## src/rtl/oam_dma_pkg.sv

```systemverilog
// Shared video-subsystem constants and types for the sprite-attribute DMA engine.
// Latency: n/a (constants, types and a pure helper function only).
// Backpressure: n/a.
package oam_dma_pkg;

  // OAM window in the system address map
  localparam logic [15:0] OAM_LOC      = 16'hFE00;

  // CPU-visible trigger/readback register
  localparam logic [15:0] DMA_REG_ADDR = 16'hFF46;

  // Bytes moved per transfer
  localparam int          DMA_LEN      = 160;

  // Destination of every copy is the start of OAM
  localparam logic [15:0] DST_BASE     = OAM_LOC;

  typedef enum logic [1:0] {
    IDLE  = 2'd0,
    START = 2'd1,
    READ  = 2'd2,
    WRITE = 2'd3
  } dma_state_t;

  // Pages E0..FF mirror C0..DF (echo RAM), so clear bit 5 to reach the real page
  function automatic logic [7:0] fold_src(input logic [7:0] xx);
    return (xx < 8'hE0) ? xx : (xx & 8'hDF);
  endfunction

endpackage

```

## src/rtl/oam_dma.sv

```systemverilog
// OAM DMA: a write to 0xFF46 copies 160 bytes from {XX,00..9F} into OAM at FE00..FE9F as bus initiator.
// Latency: one dead START cycle, then a read and a write per byte; 321 cycles with a zero-wait responder.
// Backpressure: m_req is held with stable address/data until m_ack; each stall cycle adds one cycle.
// Build option OAM_DMA_RESTART_EN: a trigger while busy restarts the copy (after any outstanding ack);
// without it such triggers are ignored.
module oam_dma
  import oam_dma_pkg::*;
(
  input  logic        clk,
  input  logic        reset,
  input  logic [15:0] s_addr,
  input  logic [7:0]  s_wdata,
  input  logic        s_write,
  input  logic        s_read,
  output logic        s_hit,
  output logic [7:0]  s_rdata,
  output logic        m_req,
  output logic        m_we,
  output logic [15:0] m_addr,
  output logic [7:0]  m_wdata,
  input  logic [7:0]  m_rdata,
  input  logic        m_ack,
  output logic        busy
);

  dma_state_t state;
  dma_state_t state_nxt;

  logic [7:0] dma_reg;     // last value the CPU wrote, returned on readback
  logic [7:0] src_q;       // folded source page, frozen for the whole copy
  logic [7:0] index;       // byte position within the copy, 0..DMA_LEN-1
  logic [7:0] rbyte;       // byte fetched by READ, replayed by WRITE
  logic       trig;
  logic       last;
  logic       accept;      // this cycle's trigger is taken into dma_reg
  logic       restart_req; // abandon current byte and go back to START

  assign trig  = s_write && (s_addr == DMA_REG_ADDR);
  assign last  = (index == 8'(DMA_LEN - 1));
  assign busy  = (state != IDLE);

  assign s_hit   = (s_addr == DMA_REG_ADDR) && (s_read || s_write);
  assign s_rdata = (s_hit && s_read) ? dma_reg : 8'h00;

`ifdef OAM_DMA_RESTART_EN
  logic restart_pend; // trigger seen while a request was outstanding

  // Remember a mid-request trigger until the responder completes the handshake
  always_ff @(posedge clk or posedge reset) begin
    if (reset) begin
      restart_pend <= 1'b0;
    end else if (state_nxt == START) begin
      restart_pend <= 1'b0;
    end else if (trig && (state == READ || state == WRITE)) begin
      restart_pend <= 1'b1;
    end
  end

  assign restart_req = trig || restart_pend;
  assign accept      = trig;
`else
  assign restart_req = 1'b0;
  assign accept      = trig && ((state == IDLE) || (state == WRITE && m_ack && last));
`endif

  // State register
  always_ff @(posedge clk or posedge reset) begin
    if (reset) begin
      state <= IDLE;
    end else begin
      state <= state_nxt;
    end
  end

  // Next-state: a trigger on the final ack chains straight into a new copy
  always_comb begin
    state_nxt = state;
    unique case (state)
      IDLE:  if (trig) state_nxt = START;
      START: state_nxt = restart_req ? START : READ;
      READ:  if (m_ack) state_nxt = restart_req ? START : WRITE;
      WRITE: begin
        if (m_ack) begin
          if (restart_req || (last && trig)) state_nxt = START;
          else if (last)                     state_nxt = IDLE;
          else                               state_nxt = READ;
        end
      end
      default: state_nxt = IDLE;
    endcase
  end

  // Bus outputs decoded from state; idle values are all zero
  always_comb begin
    m_req   = 1'b0;
    m_we    = 1'b0;
    m_addr  = 16'h0000;
    m_wdata = 8'h00;
    unique case (state)
      READ: begin
        m_req  = 1'b1;
        m_addr = {src_q, index};
      end
      WRITE: begin
        m_req   = 1'b1;
        m_we    = 1'b1;
        m_addr  = DST_BASE + {8'h00, index};
        m_wdata = rbyte;
      end
      default: ;
    endcase
  end

  // Trigger register captures accepted CPU writes
  always_ff @(posedge clk or posedge reset) begin
    if (reset) begin
      dma_reg <= 8'h00;
    end else if (accept) begin
      dma_reg <= s_wdata;
    end
  end

  // Source page is frozen on leaving START so m_addr cannot move under a request
  always_ff @(posedge clk or posedge reset) begin
    if (reset) begin
      src_q <= 8'h00;
    end else if (state == START && state_nxt == READ) begin
      src_q <= fold_src(dma_reg);
    end
  end

  // Byte index: cleared on every entry to START, advanced after each acked write
  always_ff @(posedge clk or posedge reset) begin
    if (reset) begin
      index <= 8'h00;
    end else if (state_nxt == START) begin
      index <= 8'h00;
    end else if (state == WRITE && m_ack && state_nxt == READ) begin
      index <= index + 8'd1;
    end
  end

  // Latch the fetched byte on the read acknowledge
  always_ff @(posedge clk or posedge reset) begin
    if (reset) begin
      rbyte <= 8'h00;
    end else if (state == READ && m_ack) begin
      rbyte <= m_rdata;
    end
  end

endmodule

```

## config.mk

```make
export PLATFORM = sky130hd
export DESIGN_NAME = oam_dma
export DESIGN_NICKNAME = d
export VERILOG_FILES = /design/src/rtl/oam_dma_pkg.sv /design/src/rtl/oam_dma.sv
export SDC_FILE = /design/constraint.sdc
export NUM_CORES = 1
export LEC_CHECK = 0
export CAP_MARGIN = 20
export CORE_MARGIN = 4
export CORE_UTILIZATION = 46
export DETAILED_ROUTE_END_ITERATION = 6
export PLACE_DENSITY = 0.81
export SYNTH_ARGS = -nofsm -noshare
export SYNTH_HDL_FRONTEND = slang
export SYNTH_SLANG_ARGS = --single-unit
```

## constraint.sdc

```tcl
create_clock -name clk -period 5.5 [get_ports clk]
set_input_delay 0.55 -clock clk [delete_from_list [all_inputs] [get_ports clk]]
set_output_delay 0.55 -clock clk [all_outputs]
set_load 0.05 [all_outputs]
```

==> metrics.txt, run 1 <==
final number of setup-violating endpoints 0; RSZ-0062 raised after global routing false; chip width 69.76 um; most frequent cell after synthesis dfrtp_1; actual slew at the worst max-slew pin 876.5 ps; sequential area share after synthesis 48.50%; final worst slack 1833 ps; worst path required time 4950 ps; power after layout 955.5 uW; Die H 69.76 um; clk_skew 6.216 ps; CP endpoint s_rdata[0]; DPL Wire Length 3447 um; cts repair resizes 0; Worst slew margin 41.57%; total placed instance area 0.002497 mm2; number of primary I/O pins 73; CP Class input port to primary output; Fin. Hold Viols 0; PD cells 366.6 mW/mm2; r2r startpoint state[1]; global-route wire length before repair 7907 um; DRT iter0 DRCs 106; Ant. Diodes 0; peak supply drop 0.2460 mV; Synth area leaders dfrtp_1 (49%), mux2_2 (12%), and3_1 (6.8%), and2_1 (3.6%), o21a_1 (3.4%); CTS tree yes; Reg2Reg Capture Point dma_reg[1]; antenna violations before repair 0; Worst-path clk slew 70 ps; Num CTS Buffers 5; Reg2Reg Depth 4; Syn Area/Cell 10.96 um2; Post-Place Setup Slack 1851 ps; post-synthesis instance total 160; routed length per instance 16.94 um; DRC viols 0; Via Count 1529; post-synth top area share 48.50%; Synth Flop Type dfrtp_1; TritonRoute pass-1 iters 4; Rows 22; largest net degree at the start of global routing 35; CTS root buffer clkbuf_8; vias per cell 5.480; Routability Congestion 0.7837; #FFs+latches synth 34; syn nets 198; core area 0.003661 mm2; Worst-Skew Late Latency 290 ps; layout cell share with drive strength beyond 1 12.99%; synthesized area 0.001754 mm2; Post-CTS Hold Fix Bufs 0; die area 0.004866 mm2; CP startpoint s_addr[0]; Total GRT Usage 20.48%; CP arrival 3120 ps; Post-synth top cells dfrtp_1 (34), and3_1 (19), mux2_2 (19), and2_1 (10), clkbuf_1 (9); CP Launch Type input port; Max Freq 0.2727 GHz; Setup TNS Final 0 ps; final worst-path cycle share 66.68%; Worst Path Max Fanout 12; CTS H-tree depth 2; post-synthesis cell type count 34; LEAKAGE 1.180 nW; CTS Sinks 34; dpl cells 271; outcome complete, no violations; nets@finish 268; hold crit path type flop to flop; Synth async-reset ratio 100.0%; postcts setup bufs 0; initial core utilization 47.92%; dominant cell type by area after synthesis dfrtp_1; EDFF count, synth 0; post-route ant nets 0; drt total wl 4726 um; GR Overflow Total 0; Post-Layout Cell Count 279; min Tclk post-route 3667 ps; Max Root-Sink Buffers 2; Layout area overhead 48.57%; max_cap viols 0; FF-to-FF setup slack 2940 ps; post-route cell area 0.002606 mm2; Final Max Slew Viols 0; vias in the first global route 1611; YS warnings 0; Port Buffers 72; CP Capture Type primary output
how the worst min path moves through the flow:
stage | startpoint | to | cells after the start
floorplan | src_q[5] | src_q[5] | 2
global route | src_q[2] | src_q[2] | 1
detailed placement | rbyte[2] | rbyte[2] | 1
finish | rbyte[2] | rbyte[2] | 1
CTS | rbyte[2] | rbyte[2] | 1
global placement | src_q[5] | src_q[5] | 2
routing by layer:
layer  share of wire [%]  global-route usage, %
met5                   0                      0
met4                 1.4                  6.809
met3                 6.9                  7.246
met2                  50                  32.94
met1                  42                  25.67
layout make-up:
cell class	count	area, um2
Clock buffer	5	68.82
Clock inverter	3	40.04
Fill cell	276	1055
Inverter	3	11.26
Multi-Input combinational cell	113	847.1
Sequential cell	34	850.8
Tap cell	48	60.06
Timing Repair Buffer	73	728.2
critical path, stage by stage:
cell	delay (ps)
clkdlybuf4s50_1	400
nor4b_1	580
and4_1	550
and3_1	230
clkdlybuf4s50_1	810
metrics by stage:
step           util (%)  hold slack [ps]
2_1_floorplan         -            451.4
3_3_place_gp      68.22            463.9
3_5_place_dp      68.22            485.0
4_1_cts           71.19            500.7
5_1_grt           71.19            522.4
6_report          71.19            499.8
power breakdown:
group          switching [mW]  internal, mW
clock network          0.0951         0.133
registers              0.0358         0.289
logic                   0.239         0.163
total                   0.370         0.586
cells by family (layout without fill, tap and decap cells):
logic type / Yosys count / count (layout) / share of synthesized area [%]
AO/OA/AOI/OAI: 24 / 24 / 9.201
XOR/XNOR: 3 / 3 / 1.498
adder cells (fa/ha/maj): 1 / 1 / 0.7132
buffers and inverters: 13 / 84 / 3.209
flip-flops: 34 / 34 / 48.50
multiplexers: 23 / 23 / 14.76
AND/OR/NAND/NOR: 62 / 62 / 22.11
layout by cell type (no fill, tap or decap), types with 2 or more instances in the layout:
cell type	n
a21oi_1	3
and2_1	10
and3_1	19
and4_1	3
clkbuf_8	5
clkdlybuf4s50_1	72
clkinv_2	2
dfrtp_1	34
inv_1	3
mux2_1	4
mux2_2	19
nand2_1	6
nand3_1	3
nand3b_1	2
nand4_1	3
nor2_1	7
o211ai_1	2
o21a_1	8
o21ai_0	4
o31ai_1	2
or4_1	2
xor2_1	3
(Power assumes the default switching activity.)
==> run 2: changes to the inputs <==
--- a/config.mk
+++ b/config.mk
@@ -7,9 +7,9 @@
 export LEC_CHECK = 0
 export CAP_MARGIN = 20
 export CORE_MARGIN = 4
-export CORE_UTILIZATION = 46
+export CORE_UTILIZATION = 38
 export DETAILED_ROUTE_END_ITERATION = 6
-export PLACE_DENSITY = 0.81
+export PLACE_DENSITY = 0.71
 export SYNTH_ARGS = -nofsm -noshare
 export SYNTH_HDL_FRONTEND = slang
 export SYNTH_SLANG_ARGS = --single-unit
==> constraint.sdc (replaced) <==
create_clock -name clk -period 3.1 [get_ports clk]
set_input_delay 0.31 -clock clk [delete_from_list [all_inputs] [get_ports clk]]
set_output_delay 0.31 -clock clk [all_outputs]
set_load 0.05 [all_outputs]
==> run 2 against run 1 <==
Sequential share of layout area rose by 0.25 points. Sequential power rose by 74%. Non-clock buffer count rose by 2. Critical endpoint is now m_addr[8]. Setup slack worse by 1300 ps. First-iteration DRC count decreased by 81%. Critical path type is now flop to primary output. Clock skew up 3.8 ps.
==> metrics.txt, run 2 (synthesized netlist as in run 1, its figures left out) <==
outcome complete, no violations; Rows 24; Post-Layout Cell Count 285; Reg2Reg Depth 4; Reg2Reg Capture Point dma_reg[1]; DPL Wire Length 3070 um; filler instances 384; Routability Congestion 0.7676; CP arrival 2280 ps; post-route ant nets 0; global-route wire length before repair 6865 um; sw frac 39.24%; CP Capture Type primary output; RSZ-0062 raised after global routing false; clk_skew 10.04 ps; drt total wl 4090 um; dpl cells 277; CTS Sinks 34; power share of the combinational group 44.2%; vias in the first global route 1495; nets@finish 270; post-route cell area 0.002586 mm2; Ant. Diodes 0; chip width 75.95 um; CTS tree yes; TritonRoute pass-1 iters 4; Worst slew margin 53.61%; Sw Pwr 636.4 uW; Final Max Slew Viols 0; CTS H-tree depth 2; DRT iter0 DRCs 20; r2r startpoint index[5]; Max Root-Sink Buffers 2; max_cap viols 0; Die H 75.95 um; Layout area overhead 47.43%; CTS root buffer clkbuf_8; min Tclk post-route 2592 ps; sequential share of power 34.9%; power after layout 1.622 mW; actual slew at the worst max-slew pin 695.1 ps; CP Launch Type flop; antenna violations before repair 0; Fin. Hold Viols 0; PD cells 627.0 mW/mm2; routed length per instance 14.35 um; Worst Path Max Fanout 22; total placed instance area 0.002495 mm2; layout cell share with drive strength beyond 1 17.17%; Post-CTS Hold Fix Bufs 0; core area 0.004414 mm2; Setup TNS Final 0 ps; clock group share of total power 20.9%; largest net degree at the start of global routing 35; Via Count 1477; final worst-path cycle share 83.60%; Worst-Skew Late Latency 280 ps; Port Buffers 72; Num CTS Buffers 5; Worst-path clk slew 70 ps; Hold WS 426.7 ps; most frequent cells in the layout clkdlybuf4s50_1 (63), dfrtp_1 (34), mux2_2 (19), and3_1 (19), buf_4 (12); final number of setup-violating endpoints 0; FF-to-FF setup slack 690 ps; hold crit path type input port to async pin; postcts setup bufs 0; LEAKAGE 1.197 nW; die area 0.005768 mm2; Pint 985.3 uW; number of primary I/O pins 73; Max Freq 0.3859 GHz; vias per cell 5.182; cts repair resizes 0; peak supply drop 0.4228 mV; Total GRT Usage 14.41%; most common cell after layout, fill and taps aside clkdlybuf4s50_1; initial core utilization 39.74%; DRC viols 0; CP Class flop to primary output; worst path required time 2790 ps; GR Overflow Total 0
## run 2: cell count changes in the layout (fill, tap and decap cells not counted), sizes merged
| cell | change |
|---|---|
| clkbuf | +2 |
| bufinv | -1 |
| clkdlybuf4s50 | -9 |
| buf | +11 |
| clkinv | -1 |
## run 2: how the worst max path moves through the flow
| stage | from | to | cells past startpoint |
|---|---|---|---|
| detailed placement | s_addr[14] | dma_reg[3] | 5 |
| CTS | state[1] | m_addr[8] | 3 |
| floorplan | index[5] | dma_reg[0] | 6 |
| finish | state[1] | m_addr[8] | 3 |
| global route | state[1] | m_addr[8] | 3 |
| global placement | s_addr[0] | dma_reg[3] | 5 |
## run 2: power by group through the flow
stage	combinational, mW	clock (mW)	sequential (mW)
2_1_floorplan	0.490	0	0.555
3_3_place_gp	0.720	0	0.572
3_5_place_dp	0.722	0	0.574
4_1_cts	0.725	0.349	0.566
5_1_grt	0.758	0.370	0.579
6_report	0.716	0.339	0.566
## run 2: cell type report
| type | count | area [um2] | share of cell area, % |
|---|---|---|---|
| flip-flops and latches | 34 | 850.8 | 32.90 |
| inverters | 3 | 11.26 | 0.4354 |
| repair buffers | 75 | 720.7 | 27.87 |
| multi-input cells | 113 | 847.1 | 32.75 |
| clock inverters | 1 | 5.005 | 0.1935 |
| well taps | 52 | 65.06 | 2.516 |
| clock buffers | 7 | 86.33 | 3.338 |
## run 2: routing by layer
| metal | routed length [um] | vias up | track usage (%) |
|---|---|---|---|
| met3 | 330 | 5 | 5.332 |
| met2 | 1865 | 50 | 23.20 |
| li1 | - | 721 | - |
| met1 | 1836 | 701 | 17.65 |
| met4 | 57 | 0 | 4.982 |
| met5 | 0 | - | 0 |
## run 2: stage by stage
step	utilization, %	setup WS (ps)
after floorplan	-	1008
final	58.59	508.4
after global placement	56.52	644.4
after CTS	58.59	468.1
after detailed placement	56.52	556.9
after global routing	58.59	363.4
## run 2: worst max-delay path: stages, from the launching register on
cell and delay, ps:
dfrtp_1 720, buf_4 270, and3b_1 200, clkdlybuf4s50_1 810
